## src/rtl/mips_alu_mc_if.sv

```systemverilog
// Start/done handshake bundle between the EX-stage control and the multi-cycle ALU.
interface mips_alu_mc_if #(
    parameter int unsigned WIDTH = 32
) ();
    logic             start;
    logic [3:0]       ALUctl;
    logic [WIDTH-1:0] A;
    logic [WIDTH-1:0] B;
    logic             busy;
    logic             done;
    logic [WIDTH-1:0] ALUOut;
    logic [WIDTH-1:0] HiOut;
    logic             Zero;
    logic             Overflow;

    modport master (
        output start, ALUctl, A, B,
        input  busy, done, ALUOut, HiOut, Zero, Overflow
    );

    modport slave (
        input  start, ALUctl, A, B,
        output busy, done, ALUOut, HiOut, Zero, Overflow
    );
endinterface

```

## src/rtl/mips_alu_mc.sv

```systemverilog
// Multi-cycle MIPS ALU: single-cycle logic/arith ops plus iterative unsigned
// shift-add multiply and restoring divide, with a HI result register.
module mips_alu_mc #(
    parameter int unsigned WIDTH = 32
) (
    input logic           clock,
    input logic           reset_n,
    mips_alu_mc_if.slave  bus
);
    localparam int unsigned CNTW = $clog2(WIDTH) + 1;

    localparam logic [3:0] OP_AND  = 4'd0;
    localparam logic [3:0] OP_OR   = 4'd1;
    localparam logic [3:0] OP_ADD  = 4'd2;
    localparam logic [3:0] OP_MULU = 4'd3;
    localparam logic [3:0] OP_DIVU = 4'd4;
    localparam logic [3:0] OP_SUB  = 4'd6;
    localparam logic [3:0] OP_SLT  = 4'd7;
    localparam logic [3:0] OP_NOR  = 4'd12;

    typedef enum logic [1:0] {IDLE, MUL, DIV} state_t;

    state_t           state;
    logic [CNTW-1:0]  count;
    logic [WIDTH-1:0] opnd;
    logic [WIDTH-1:0] hi_r;
    logic [WIDTH-1:0] lo_r;
    logic             busy_q;
    logic             done_q;
    logic [WIDTH-1:0] alu_out_q;
    logic [WIDTH-1:0] hi_out_q;
    logic             zero_q;
    logic             ovf_q;

    logic [WIDTH-1:0] sum_c;
    logic [WIDTH-1:0] diff_c;
    logic [WIDTH-1:0] res_c;
    logic             ovf_c;
    logic [WIDTH:0]   mul_acc_c;
    logic [WIDTH:0]   div_sh_c;
    logic [WIDTH-1:0] div_sub_c;
    logic             div_ge_c;

    // Single-cycle result for the operands currently on the bus
    always_comb begin
        sum_c  = bus.A + bus.B;
        diff_c = bus.A - bus.B;
        res_c  = '0;
        ovf_c  = 1'b0;
        case (bus.ALUctl)
            OP_AND:  res_c = bus.A & bus.B;
            OP_OR:   res_c = bus.A | bus.B;
            OP_ADD: begin
                res_c = sum_c;
                ovf_c = (bus.A[WIDTH-1] == bus.B[WIDTH-1]) && (sum_c[WIDTH-1] != bus.A[WIDTH-1]);
            end
            OP_SUB: begin
                res_c = diff_c;
                ovf_c = (bus.A[WIDTH-1] != bus.B[WIDTH-1]) && (diff_c[WIDTH-1] != bus.A[WIDTH-1]);
            end
            OP_SLT:  res_c = {{(WIDTH-1){1'b0}}, ($signed(bus.A) < $signed(bus.B))};
            OP_NOR:  res_c = ~(bus.A | bus.B);
            OP_DIVU: res_c = '1;
            default: res_c = '0;
        endcase
    end

    // One iteration step: hi_r/lo_r hold {partial product, multiplier} or {remainder, quotient}
    always_comb begin
        mul_acc_c = lo_r[0] ? ({1'b0, hi_r} + {1'b0, opnd}) : {1'b0, hi_r};
        div_sh_c  = {hi_r, lo_r[WIDTH-1]};
        div_ge_c  = div_sh_c >= {1'b0, opnd};
        div_sub_c = WIDTH'(div_sh_c - {1'b0, opnd});
    end

    always_ff @(posedge clock or negedge reset_n) begin
        if (!reset_n) begin
            state     <= IDLE;
            count     <= '0;
            opnd      <= '0;
            hi_r      <= '0;
            lo_r      <= '0;
            busy_q    <= 1'b0;
            done_q    <= 1'b0;
            alu_out_q <= '0;
            hi_out_q  <= '0;
            zero_q    <= 1'b1;
            ovf_q     <= 1'b0;
        end else begin
            done_q <= 1'b0;
            case (state)
                IDLE: begin
                    if (bus.start) begin
                        if (bus.ALUctl == OP_MULU) begin
                            state  <= MUL;
                            busy_q <= 1'b1;
                            count  <= CNTW'(WIDTH);
                            opnd   <= bus.A;
                            lo_r   <= bus.B;
                            hi_r   <= '0;
                        end else if (bus.ALUctl == OP_DIVU && bus.B != '0) begin
                            state  <= DIV;
                            busy_q <= 1'b1;
                            count  <= CNTW'(WIDTH);
                            opnd   <= bus.B;
                            lo_r   <= bus.A;
                            hi_r   <= '0;
                        end else begin
                            done_q    <= 1'b1;
                            alu_out_q <= res_c;
                            hi_out_q  <= (bus.ALUctl == OP_DIVU) ? bus.A : '0;
                            zero_q    <= (res_c == '0);
                            ovf_q     <= ovf_c;
                        end
                    end
                end
                MUL, DIV: begin
                    if (count != '0) begin
                        count <= count - CNTW'(1);
                        if (state == MUL) begin
                            hi_r <= mul_acc_c[WIDTH:1];
                            lo_r <= {mul_acc_c[0], lo_r[WIDTH-1:1]};
                        end else begin
                            hi_r <= div_ge_c ? div_sub_c : div_sh_c[WIDTH-1:0];
                            lo_r <= {lo_r[WIDTH-2:0], div_ge_c};
                        end
                    end else begin
                        state     <= IDLE;
                        busy_q    <= 1'b0;
                        done_q    <= 1'b1;
                        alu_out_q <= lo_r;
                        hi_out_q  <= hi_r;
                        zero_q    <= (lo_r == '0);
                        ovf_q     <= 1'b0;
                    end
                end
                default: state <= IDLE;
            endcase
        end
    end

    assign bus.busy     = busy_q;
    assign bus.done     = done_q;
    assign bus.ALUOut   = alu_out_q;
    assign bus.HiOut    = hi_out_q;
    assign bus.Zero     = zero_q;
    assign bus.Overflow = ovf_q;
endmodule

```

## src/flat_wrapper.sv

```systemverilog
// flat-port wrapper written by rule: the top's interface ports become plain ports
module mips_alu_mc_flat 
#(
    parameter int unsigned WIDTH = 32
)
  (clock, reset_n, bus_start, bus_ALUctl, bus_A, bus_B, bus_busy, bus_done, bus_ALUOut, bus_HiOut, bus_Zero, bus_Overflow);
  mips_alu_mc_if #(.WIDTH(WIDTH)) bus_i ();
  input logic clock;
  input logic reset_n;
  input wire logic [$bits(bus_i.start)-1:0] bus_start;
  input wire logic [$bits(bus_i.ALUctl)-1:0] bus_ALUctl;
  input wire logic [$bits(bus_i.A)-1:0] bus_A;
  input wire logic [$bits(bus_i.B)-1:0] bus_B;
  output wire logic [$bits(bus_i.busy)-1:0] bus_busy;
  output wire logic [$bits(bus_i.done)-1:0] bus_done;
  output wire logic [$bits(bus_i.ALUOut)-1:0] bus_ALUOut;
  output wire logic [$bits(bus_i.HiOut)-1:0] bus_HiOut;
  output wire logic [$bits(bus_i.Zero)-1:0] bus_Zero;
  output wire logic [$bits(bus_i.Overflow)-1:0] bus_Overflow;
  assign bus_i.start = bus_start;
  assign bus_i.ALUctl = bus_ALUctl;
  assign bus_i.A = bus_A;
  assign bus_i.B = bus_B;
  assign bus_busy = bus_i.busy;
  assign bus_done = bus_i.done;
  assign bus_ALUOut = bus_i.ALUOut;
  assign bus_HiOut = bus_i.HiOut;
  assign bus_Zero = bus_i.Zero;
  assign bus_Overflow = bus_i.Overflow;
  mips_alu_mc #(.WIDTH(WIDTH)) u_core (.clock(clock), .reset_n(reset_n), .bus(bus_i));
endmodule
```

## config.mk

```make
export PLATFORM = sky130hd
export DESIGN_NAME = mips_alu_mc_flat
export DESIGN_NICKNAME = d
export VERILOG_FILES = /design/src/rtl/mips_alu_mc_if.sv /design/src/rtl/mips_alu_mc.sv /design/src/flat_wrapper.sv
export SDC_FILE = /design/constraint.sdc
export NUM_CORES = 1
export LEC_CHECK = 0
export CAP_MARGIN = 20
export CORE_MARGIN = 5
export CORE_UTILIZATION = 34
export CTS_CLUSTER_DIAMETER = 30
export CTS_CLUSTER_SIZE = 8
export DETAILED_ROUTE_END_ITERATION = 12
export GPL_TIMING_DRIVEN = 0
export PLACE_DENSITY = 0.62
export SYNTH_ARGS = -nofsm -noshare
export SYNTH_HDL_FRONTEND = slang
export SYNTH_SLANG_ARGS = --single-unit
```

## constraint.sdc

```tcl
create_clock -name clock -period 3 [get_ports clock]
set_input_delay 0.9 -clock clock [delete_from_list [all_inputs] [get_ports clock]]
set_output_delay 0.9 -clock clock [all_outputs]
set_load 0.1 [all_outputs]
```

# Word-level counts from Yosys, hierarchy flattened
# Cells that the tools add are included.
[totals]
reg_bits = 172
inputBits = 71
out_inout_bits = 68
word_cells = 115
[classes]
add_sub_neg = 5
n_lt_le_gt_ge = 2
n_eq_ne = 19
muxes = 58
n_bitwise = 3
n_reduce_logical = 17
[op_table]
columns = ["op", "n"]
rows = [
  ["2-to-1 mux 32 bit", 22],
  ["case mux 32 bit (2 select lines)", 4],
  ["case mux 32 bit (7 select lines)", 1],
  ["zero test 32 bit", 2],
  ["subtractor 32 bit", 2],
  ["adder 32 x 32 -> 33 bit", 1],
  ["greater-or-equal comparator 33 x 32 -> 1 bit", 1],
  ["2-to-1 mux 33 bit", 1],
  ["adder 32 bit", 1],
  ["bitwise AND 32 bit", 1],
  ["< comparator 32 bit", 1],
  ["NOT 32 bit", 1],
  ["bitwise OR 32 bit", 1],
  ["nonzero test 32 bit", 1],
  ["2-to-1 mux 6 bit", 4],
  ["2-to-1 mux 1 bit", 15],
  ["equality test 4 x 3 -> 1 bit (second input constant)", 3],
  ["case mux 6 bit (2 select lines)", 1],
  ["case mux 1 bit (2 select lines)", 5],
  ["equality test 4 x 2 -> 1 bit (second input constant)", 2],
  ["2-to-1 mux 2 bit", 4],
  ["!= test 2 bit (second input constant)", 4],
  ["AND reduction 4 bit", 2],
  ["AND reduction 3 bit", 2],
  ["other kinds (17)", 22],
]

# Longest topological paths before layout
# Gate-level depths: netlist of the first run.
[depth]
depth_word = 8
mapped_depth = 16
ltp_nobuf = 15

# Worst setup path before layout of the first run
# Ideal clock, no wire load.
[synth_path]
path_kind = "input port to flip-flop"
start = "input bus_A[0]"
end = "register u_core.zero_q (netlist: u_core.bus.Zero)"
setup_ns = 0.086
arrival_time_ns = 4.072
required_ns = 2.914
path_slack_ns = -1.159
path_stages = 15
n_path_buf = 0
cell_sequence = "inv_1 > ha_1 > inv_1 > fa_1 > nor2b_2 > o311a_1 > o31ai_1 > a21oi_1 > a2111o_1 > a2111oi_2 > and4_1 > nor4b_4 > nand4_2 > or4_4 > o31ai_2"
[synth_between]
elab_chain_len = 8
word_cells_on_any_way = 12
cone_classes = "2 x add/sub; 1 x order compare; 5 x mux; 3 x bitwise; 1 x reduce/logical"
[synth_rtl]
columns = ["element", "line", "rtl"]
rows = [
  ["from (decl)", "flat_wrapper.sv:12", "input wire logic [$bits(bus_i.A)-1:0] bus_A;"],
  ["branches (longest 2 deep; another with subtractor 32 bit)", "--", ""],
  ["case mux 32 bit (7 select lines) (*)", "mips_alu_mc.sv:50", "case (bus.ALUctl)"],
  ["zero test 32 bit (*)", "mips_alu_mc.sv:112", "zero_q <= (res_c == '0);"],
  ["2-to-1 mux 1 bit (*)", "mips_alu_mc.sv:101", "end else if (bus.ALUctl == OP_DIVU && bus.B != '0) begin"],
  ["2-to-1 mux 1 bit (*)", "mips_alu_mc.sv:94", "if (bus.ALUctl == OP_MULU) begin"],
  ["2-to-1 mux 1 bit (*)", "mips_alu_mc.sv:93", "if (bus.start) begin"],
  ["case mux 1 bit (2 select lines) (*)", "mips_alu_mc.sv:91", "case (state)"],
  ["to (signal assigned)", "mips_alu_mc.sv:112", ""],
  ["to (signal assigned)", "mips_alu_mc.sv:133", "zero_q <= (lo_r == '0);"],
  ["to (decl)", "mips_alu_mc.sv:32", "logic zero_q;"],
]
# Mark *: on every way between the ends. The select of a mux whose other input is x is not followed.
# A chain may end at the register's enable or synchronous reset.

# Worst setup path in the final report of the first run
# Same ends and word-level chain as after synthesis.

==> results.sh, run 1 <==
export IMPL_vias=21480
export IMPL_coreArea_um2=54880
export IMPL_dpl_hpwl_um=67750
export IMPL_crit_buf_inv=5
export IMPL_fmax_mhz=240.1
export IMPL_avgSynthCellArea_um2=7.542
export IMPL_worst_slack_ns=-1.165
export IMPL_pin_count=139
export IMPL_drt_total_wl_um=90790
export IMPL_synthToLayoutAreaGrowth_pct=35.87
export IMPL_power_density_nw_per_um2=1040
export IMPL_critPathTopFamily="compound AO/OA/AOI/OAI gates"
export IMPL_placedInstanceArea_um2=21460
export IMPL_numClockSinks=172
export IMPL_seq_area_frac_synth=0.2297
export IMPL_setup_tns_ns=-23.53
export IMPL_layout_drive_gt1_share=0.2600
export IMPL_fin_area_um2=25470
export IMPL_crit_path_max_fanout=4
export IMPL_gp_congestion=0.9984
export IMPL_startpoint_type="primary input"
export IMPL_wl_met3_um=7547
export IMPL_cap_violations=0
export IMPL_fillers=5416
export IMPL_cp_end_kind="flop"
export IMPL_critPathKind="in -> reg"
export IMPL_maxSlewViolCount=0
export IMPL_worst_pin_slew_ns=1.077
export IMPL_die_h_um=244.8
export IMPL_worst_ep_arrival_time_ns=4.54
export IMPL_relSlewSlack=0.2817
export IMPL_wl_met2_um=42090
export IMPL_layout_min_cycle_time_ns=4.165
export IMPL_peakVddDrop_mv=0.5762
export IMPL_rsz0062_at_grt="true"
export IMPL_clkLatencyLatePin_ns=0.46
export IMPL_ys_ff_latch=172
export IMPL_hold_viol=0
export IMPL_hp_class="in -> async"
export IMPL_postCtsHoldBufs=0
export IMPL_initial_utilization=0.3415
export IMPL_p_leak_nw=10.98
export IMPL_synth_edf_count=0
export IMPL_dieWidth_um=244.8
export IMPL_cts_buffers=17
export IMPL_clk_pin_slew_ns=0.08
export IMPL_highest_layer="met4"
export IMPL_fin_crit_sh=1.388
export IMPL_async_flop_share=1.000
export IMPL_wl_met1_um=35590
export IMPL_failed_checks="negative setup slack"
export IMPL_cp_slowest_stage_delay_ns=0.50
export IMPL_antenna_found_initial=1
export IMPL_grt_max_degree=119
export IMPL_synth_main_ff_cell="dfrtp_1"
export IMPL_finalSetupViolCount=76
export IMPL_status="complete, but fails checks"
export IMPL_grt_usage=0.2878
export IMPL_finalPower_mw=26.49
export IMPL_synth_cell_types=112
export IMPL_final_antenna_net_count=0
export IMPL_nNetsFinal=3033
export IMPL_cts_root_buf="clkbuf_16"
export IMPL_htree_levels=4
export IMPL_synth_area_um2=18740
export IMPL_dr_pass1_iters=6
export IMPL_grt_pass1_vias=21040
export IMPL_path_cells="buf_12, inv_12, ha_4, inv_2, fa_2, nor2b_4, o21ai_0, a21oi_2, a221o_2, buf_4, buf_4, o21ai_4, nand2b_1, o211ai_1, a22oi_2, nand2b_1, or4_4, o31ai_2"
export IMPL_grt_pass1_wl_um=132300
export IMPL_via_per_inst=6.123
export IMPL_cp_required_ns=3.38
export IMPL_netlist_instances=2485
export IMPL_routedWlPerCell_um=25.88
export IMPL_antenna_cells=0
export IMPL_dieArea_um2=59920
export IMPL_drc=0
export IMPL_grt_ovfl_total=0
export IMPL_skew_ns=0.01272
export IMPL_synth_nets=2727
export IMPL_drt_iter0_drc=2481
export IMPL_cts_tree="done"
export IMPL_rows=86
export IMPL_fin_util=0.4641
export IMPL_clock_path_buffers=2
export IMPL_port_buffers=137
export IMPL_yosysWarnings=0
export IMPL_slowest_stage="or4_4"
export IMPL_post_place_ws_ns=-2.664
cells by family (layout without fill, tap and decap cells):
logic type | count (synthesis) | count (layout) | synth area share
adder cells (fa/ha/maj) | 171 | 171 | 0.1158
flip-flops | 172 | 172 | 0.2297
XOR/XNOR | 57 | 57 | 0.02664
AO/OA/AOI/OAI | 892 | 892 | 0.3103
buffers and inverters | 317 | 636 | 0.07677
multiplexers | 68 | 68 | 0.03818
AND/OR/NAND/NOR | 808 | 808 | 0.2026
synth_stat cells, drive strengths merged (10+ instances only):
cell type / instances / share of area
nand2: 327 / 0.066
o21ai: 244 / 0.066
a21oi: 208 / 0.056
nor2: 199 / 0.040
dfrtp: 171 / 0.23
ha: 167 / 0.11
inv: 154 / 0.031
clkbuf: 113 / 0.030
a31oi: 59 / 0.020
o211ai: 52 / 0.021
buf: 49 / 0.016
a21o: 40 / 0.016
and3: 40 / 0.013
mux2i: 40 / 0.021
nor3: 38 / 0.010
xnor2: 37 / 0.017
a211oi: 36 / 0.016
nand3: 34 / 0.0091
nand2b: 33 / 0.011
o22ai: 29 / 0.010
mux2: 28 / 0.017
nor4: 27 / 0.0093
o21bai: 27 / 0.011
o31ai: 23 / 0.010
nand4: 21 / 0.0077
or3: 20 / 0.0075
xor2: 20 / 0.0093
nor2b: 18 / 0.0061
o21a: 17 / 0.0069
a22o: 16 / 0.0075
a211o: 14 / 0.0065
a2bb2oi: 12 / 0.0056
o221ai: 10 / 0.0047
layout by cell type, fill, tap and decap left out, drive strengths merged, types with 66 or more instances in the layout:
cell type / Yosys / layout
clkdlybuf4s50: 0 / 66
buf: 49 / 252
clkbuf: 113 / 134
dfrtp: 171 / 171
ha: 167 / 167
inv: 154 / 157
nor2: 199 / 199
nand2: 327 / 327
o21ai: 244 / 244
a21oi: 208 / 208
power breakdown:
part	total, mW	leakage [nW]	internal, mW	switching (mW)
combinational	19.5	8.53	7.32	12.2
sequential	4.73	2.18	3.37	1.36
clock	2.26	0.277	1.22	1.04
state kept, by name, summed over array words and instances (netlist names):
| register | cells |
|---|---|
| u_core.state | 2 |
| u_core.bus.busy | 1 |
| u_core.bus.HiOut | 32 |
| u_core.bus.Zero | 1 |
| u_core.bus.ALUOut | 32 |
| u_core.hi_r | 32 |
| u_core.opnd | 32 |
| u_core.bus.Overflow | 1 |
| u_core.bus.done | 1 |
| u_core.count | 6 |
| u_core.lo_r | 32 |
per-stage QoR:
step                      std cells  hold slack [ns]
after floorplan                2485           0.4804
after global placement         3326           0.4608
after detailed placement       3327           0.4699
after CTS                      3485           0.3727
after global routing           3508           0.3988
final                          3508           0.3717
worst paths after layout:
check	startpoint	depth (start not counted)	slack, ns	endpoint
max	bus_A[0]	18	-1.16	u_core.bus.Zero
min	reset_n	1	0.37	u_core.hi_r[9]
max reg2reg	u_core.hi_r[0]	15	-0.47	u_core.hi_r[11]
min reg2reg	u_core.bus.HiOut[14]	2	0.48	u_core.bus.HiOut[14]
max in group asynchronous	reset_n	2	1.63	u_core.lo_r[31]
min in group clock	u_core.bus.HiOut[14]	2	0.48	u_core.bus.HiOut[14]
metal layers:
metal / GRT usage / vias up
met4: 0.1521 / 0
met5: 0 / -
met2: 0.4720 / 1189
li1: - / 9663
met3: 0.04584 / 271
met1: 0.3653 / 10360
final cells by class:
class	instances	area, um^2	area share
Inverter	155	645.6	0.02535
Clock buffer	21	470.5	0.01847
Buffer	150	1241	0.04874
Sequential cell	172	4315	0.1695
Tap cell	704	880.8	0.03459
Multi-Input combinational cell	1996	14920	0.5858
Clock inverter	11	106.4	0.004176
Timing Repair Buffer	299	2889	0.1134
timing repair:
action / CTS / global route
gates cloned: 6 / 2
buffers inserted: 128 / 39
pin swaps: 131 / 118
gates resized for setup: 676 / 244
endpoints found under the hold margin: 0 / 0
endpoints found under the setup margin: 178 / 165
(Power assumes the default switching activity.)
==> run 2, diff against run 1 <==
--- a/config.mk
+++ b/config.mk
@@ -8,11 +8,14 @@
 export CAP_MARGIN = 20
 export CORE_MARGIN = 5
 export CORE_UTILIZATION = 34
+export CTS_BUF_LIST = sky130_fd_sc_hd__clkbuf_16
 export CTS_CLUSTER_DIAMETER = 30
 export CTS_CLUSTER_SIZE = 8
 export DETAILED_ROUTE_END_ITERATION = 12
 export GPL_TIMING_DRIVEN = 0
 export PLACE_DENSITY = 0.62
+export SETUP_SLACK_MARGIN = 0.4
+export SKIP_CTS_REPAIR_TIMING = 1
 export SYNTH_ARGS = -nofsm -noshare
 export SYNTH_HDL_FRONTEND = slang
 export SYNTH_SLANG_ARGS = --single-unit
==> results.sh, run 2 (synthesized netlist as in run 1, its figures left out) <==
export IMPL_p_leak_nw=11.01
export IMPL_instances_no_fill=3501
export IMPL_critPathKind="in -> reg"
export IMPL_pin_count=139
export IMPL_numClockSinks=172
export IMPL_grt_usage=0.2702
export IMPL_power_density_nw_per_um2=1027
export IMPL_vias=21230
export IMPL_clkLatencyLatePin_ns=0.47
export IMPL_antenna_cells=0
export IMPL_dieArea_um2=59920
export IMPL_initial_utilization=0.3415
export IMPL_grt_max_degree=91
export IMPL_dieWidth_um=244.8
export IMPL_port_buffers=137
export IMPL_skew_ns=0.01291
export IMPL_antenna_found_initial=0
export IMPL_dp_cells=3327
export IMPL_fmax_mhz=234.9
export IMPL_dpl_hpwl_um=67680
export IMPL_final_antenna_net_count=0
export IMPL_cp_end_kind="flop"
export IMPL_final_cell_mix="nand2_1 (306), nor2_1 (179), a21oi_1 (170)"
export IMPL_nNetsFinal=3026
export IMPL_gp_congestion=1.016
export IMPL_worst_slack_ns=-1.257
export IMPL_coreArea_um2=54880
export IMPL_dr_pass1_iters=5
export IMPL_relSlewSlack=0.3321
export IMPL_fin_crit_sh=1.419
export IMPL_worst_ep_arrival_time_ns=4.65
export IMPL_fillers=5312
export IMPL_drt_iter0_drc=2224
export IMPL_hold_viol=0
export IMPL_clk_pin_slew_ns=0.08
export IMPL_reg2reg_slack_ns=-0.60
export IMPL_peakVddDrop_mv=0.6077
export IMPL_rows=86
export IMPL_cts_root_buf="clkbuf_16"
export IMPL_layout_min_cycle_time_ns=4.257
export IMPL_status="complete, but fails checks"
export IMPL_failed_checks="negative setup slack"
export IMPL_placedInstanceArea_um2=21790
export IMPL_hp_class="in -> async"
export IMPL_grt_ovfl_total=0
export IMPL_grt_pass1_vias=19810
export IMPL_die_h_um=244.8
export IMPL_drc=0
export IMPL_fin_util=0.4599
export IMPL_cts_tree="done"
export IMPL_via_per_inst=6.065
export IMPL_htree_levels=4
export IMPL_mostFrequentLayoutCell="nand2_1"
export IMPL_crit_path_max_fanout=6
export IMPL_startpoint_type="primary input"
export IMPL_cap_violations=0
export IMPL_drt_total_wl_um=87710
export IMPL_finalSetupViolCount=60
export IMPL_grt_pass1_wl_um=124700
export IMPL_fin_area_um2=25240
export IMPL_routedWlPerCell_um=25.05
export IMPL_cp_required_ns=3.39
export IMPL_cts_buffers=17
export IMPL_clock_path_buffers=2
export IMPL_maxSlewViolCount=0
export IMPL_layout_drive_gt1_share=0.2563
export IMPL_rsz0062_at_grt="true"
export IMPL_synthToLayoutAreaGrowth_pct=34.64
export IMPL_worst_pin_slew_ns=0.9988
-- run 2: power by group --
| group | internal [mW] | switching, mW |
|---|---|---|
| clock network | 1.26 | 1.12 |
| logic | 6.99 | 11.8 |
| registers | 3.36 | 1.36 |
-- run 2: critical path, stage by stage --
cell and delay [ns]:
buf_8 0.14, ha_4 0.15, inv_2 0.04, fa_2 0.39, nor2b_4 0.15, o311a_1 0.32
o31ai_2 0.27, a21oi_2 0.10, a2111o_1 0.45, a2111oi_2 0.33, and4_1 0.29, nor4b_4 0.26
nand4_2 0.12, or4_4 0.54, o31ai_4 0.18
-- run 2: metrics by stage --
stage / total power [mW] / setup slack [ns] / setup TNS, ns / hold slack, ns
floorplan: 15.87 / -1.028 / -5.914 / 0.4840
global placement: 20.38 / -7.062 / -1291.70 / 0.4660
detailed placement: 20.66 / -2.759 / -201.66 / 0.4670
CTS: 23.09 / -2.273 / -120.40 / 0.4578
global route: 27.13 / -1.328 / -30.17 / 0.4867
finish: 25.92 / -1.257 / -25.80 / 0.4074
-- run 2: area by class of cell --
class                           count  area (um^2)  area share
Sequential cell                   172         4310      0.1708
Inverter                          155        660.6     0.02618
Clock inverter                     15        176.4    0.006991
Buffer                            162         1410     0.05588
Multi-Input combinational cell   1996        14770      0.5854
Timing Repair Buffer              280         2600      0.1030
Clock buffer                       17        425.4     0.01686
Tap cell                          704        880.8     0.03490
-- run 2: per-layer routing --
layer  vias to the layer above  routed length [um]  GRT usage  share of wire
met5                         -                   0          0              0
met4                         0                4524     0.1203          0.052
met3                       213                6784    0.03463          0.077
met2                      1066               41130     0.4505           0.47
met1                     10310               35270     0.3516           0.40
li1                       9643                   -          -              -
-- run 2: worst paths after layout --
path / from / endpoint / cells past startpoint
setup / recovery: bus_B[0] / u_core.bus.Zero / 15
max in group asynchronous: reset_n / u_core.hi_r[22] / 2
setup reg to reg: u_core.hi_r[0] / u_core.hi_r[2] / 17
min in group clock: u_core.bus.HiOut[17] / u_core.bus.HiOut[17] / 2
hold reg to reg: u_core.bus.HiOut[17] / u_core.bus.HiOut[17] / 2
hold / removal: reset_n / u_core.hi_r[8] / 1
==> run 3, diff against run 2 <==
--- a/config.mk
+++ b/config.mk
@@ -12,6 +12,7 @@
 export CTS_CLUSTER_DIAMETER = 30
 export CTS_CLUSTER_SIZE = 8
 export DETAILED_ROUTE_END_ITERATION = 12
+export GPL_ROUTABILITY_DRIVEN = 1
 export GPL_TIMING_DRIVEN = 0
 export PLACE_DENSITY = 0.62
 export SETUP_SLACK_MARGIN = 0.4
==> results of run 3 <==
The final DEF is identical to that of run 2; final timing and power are the same.
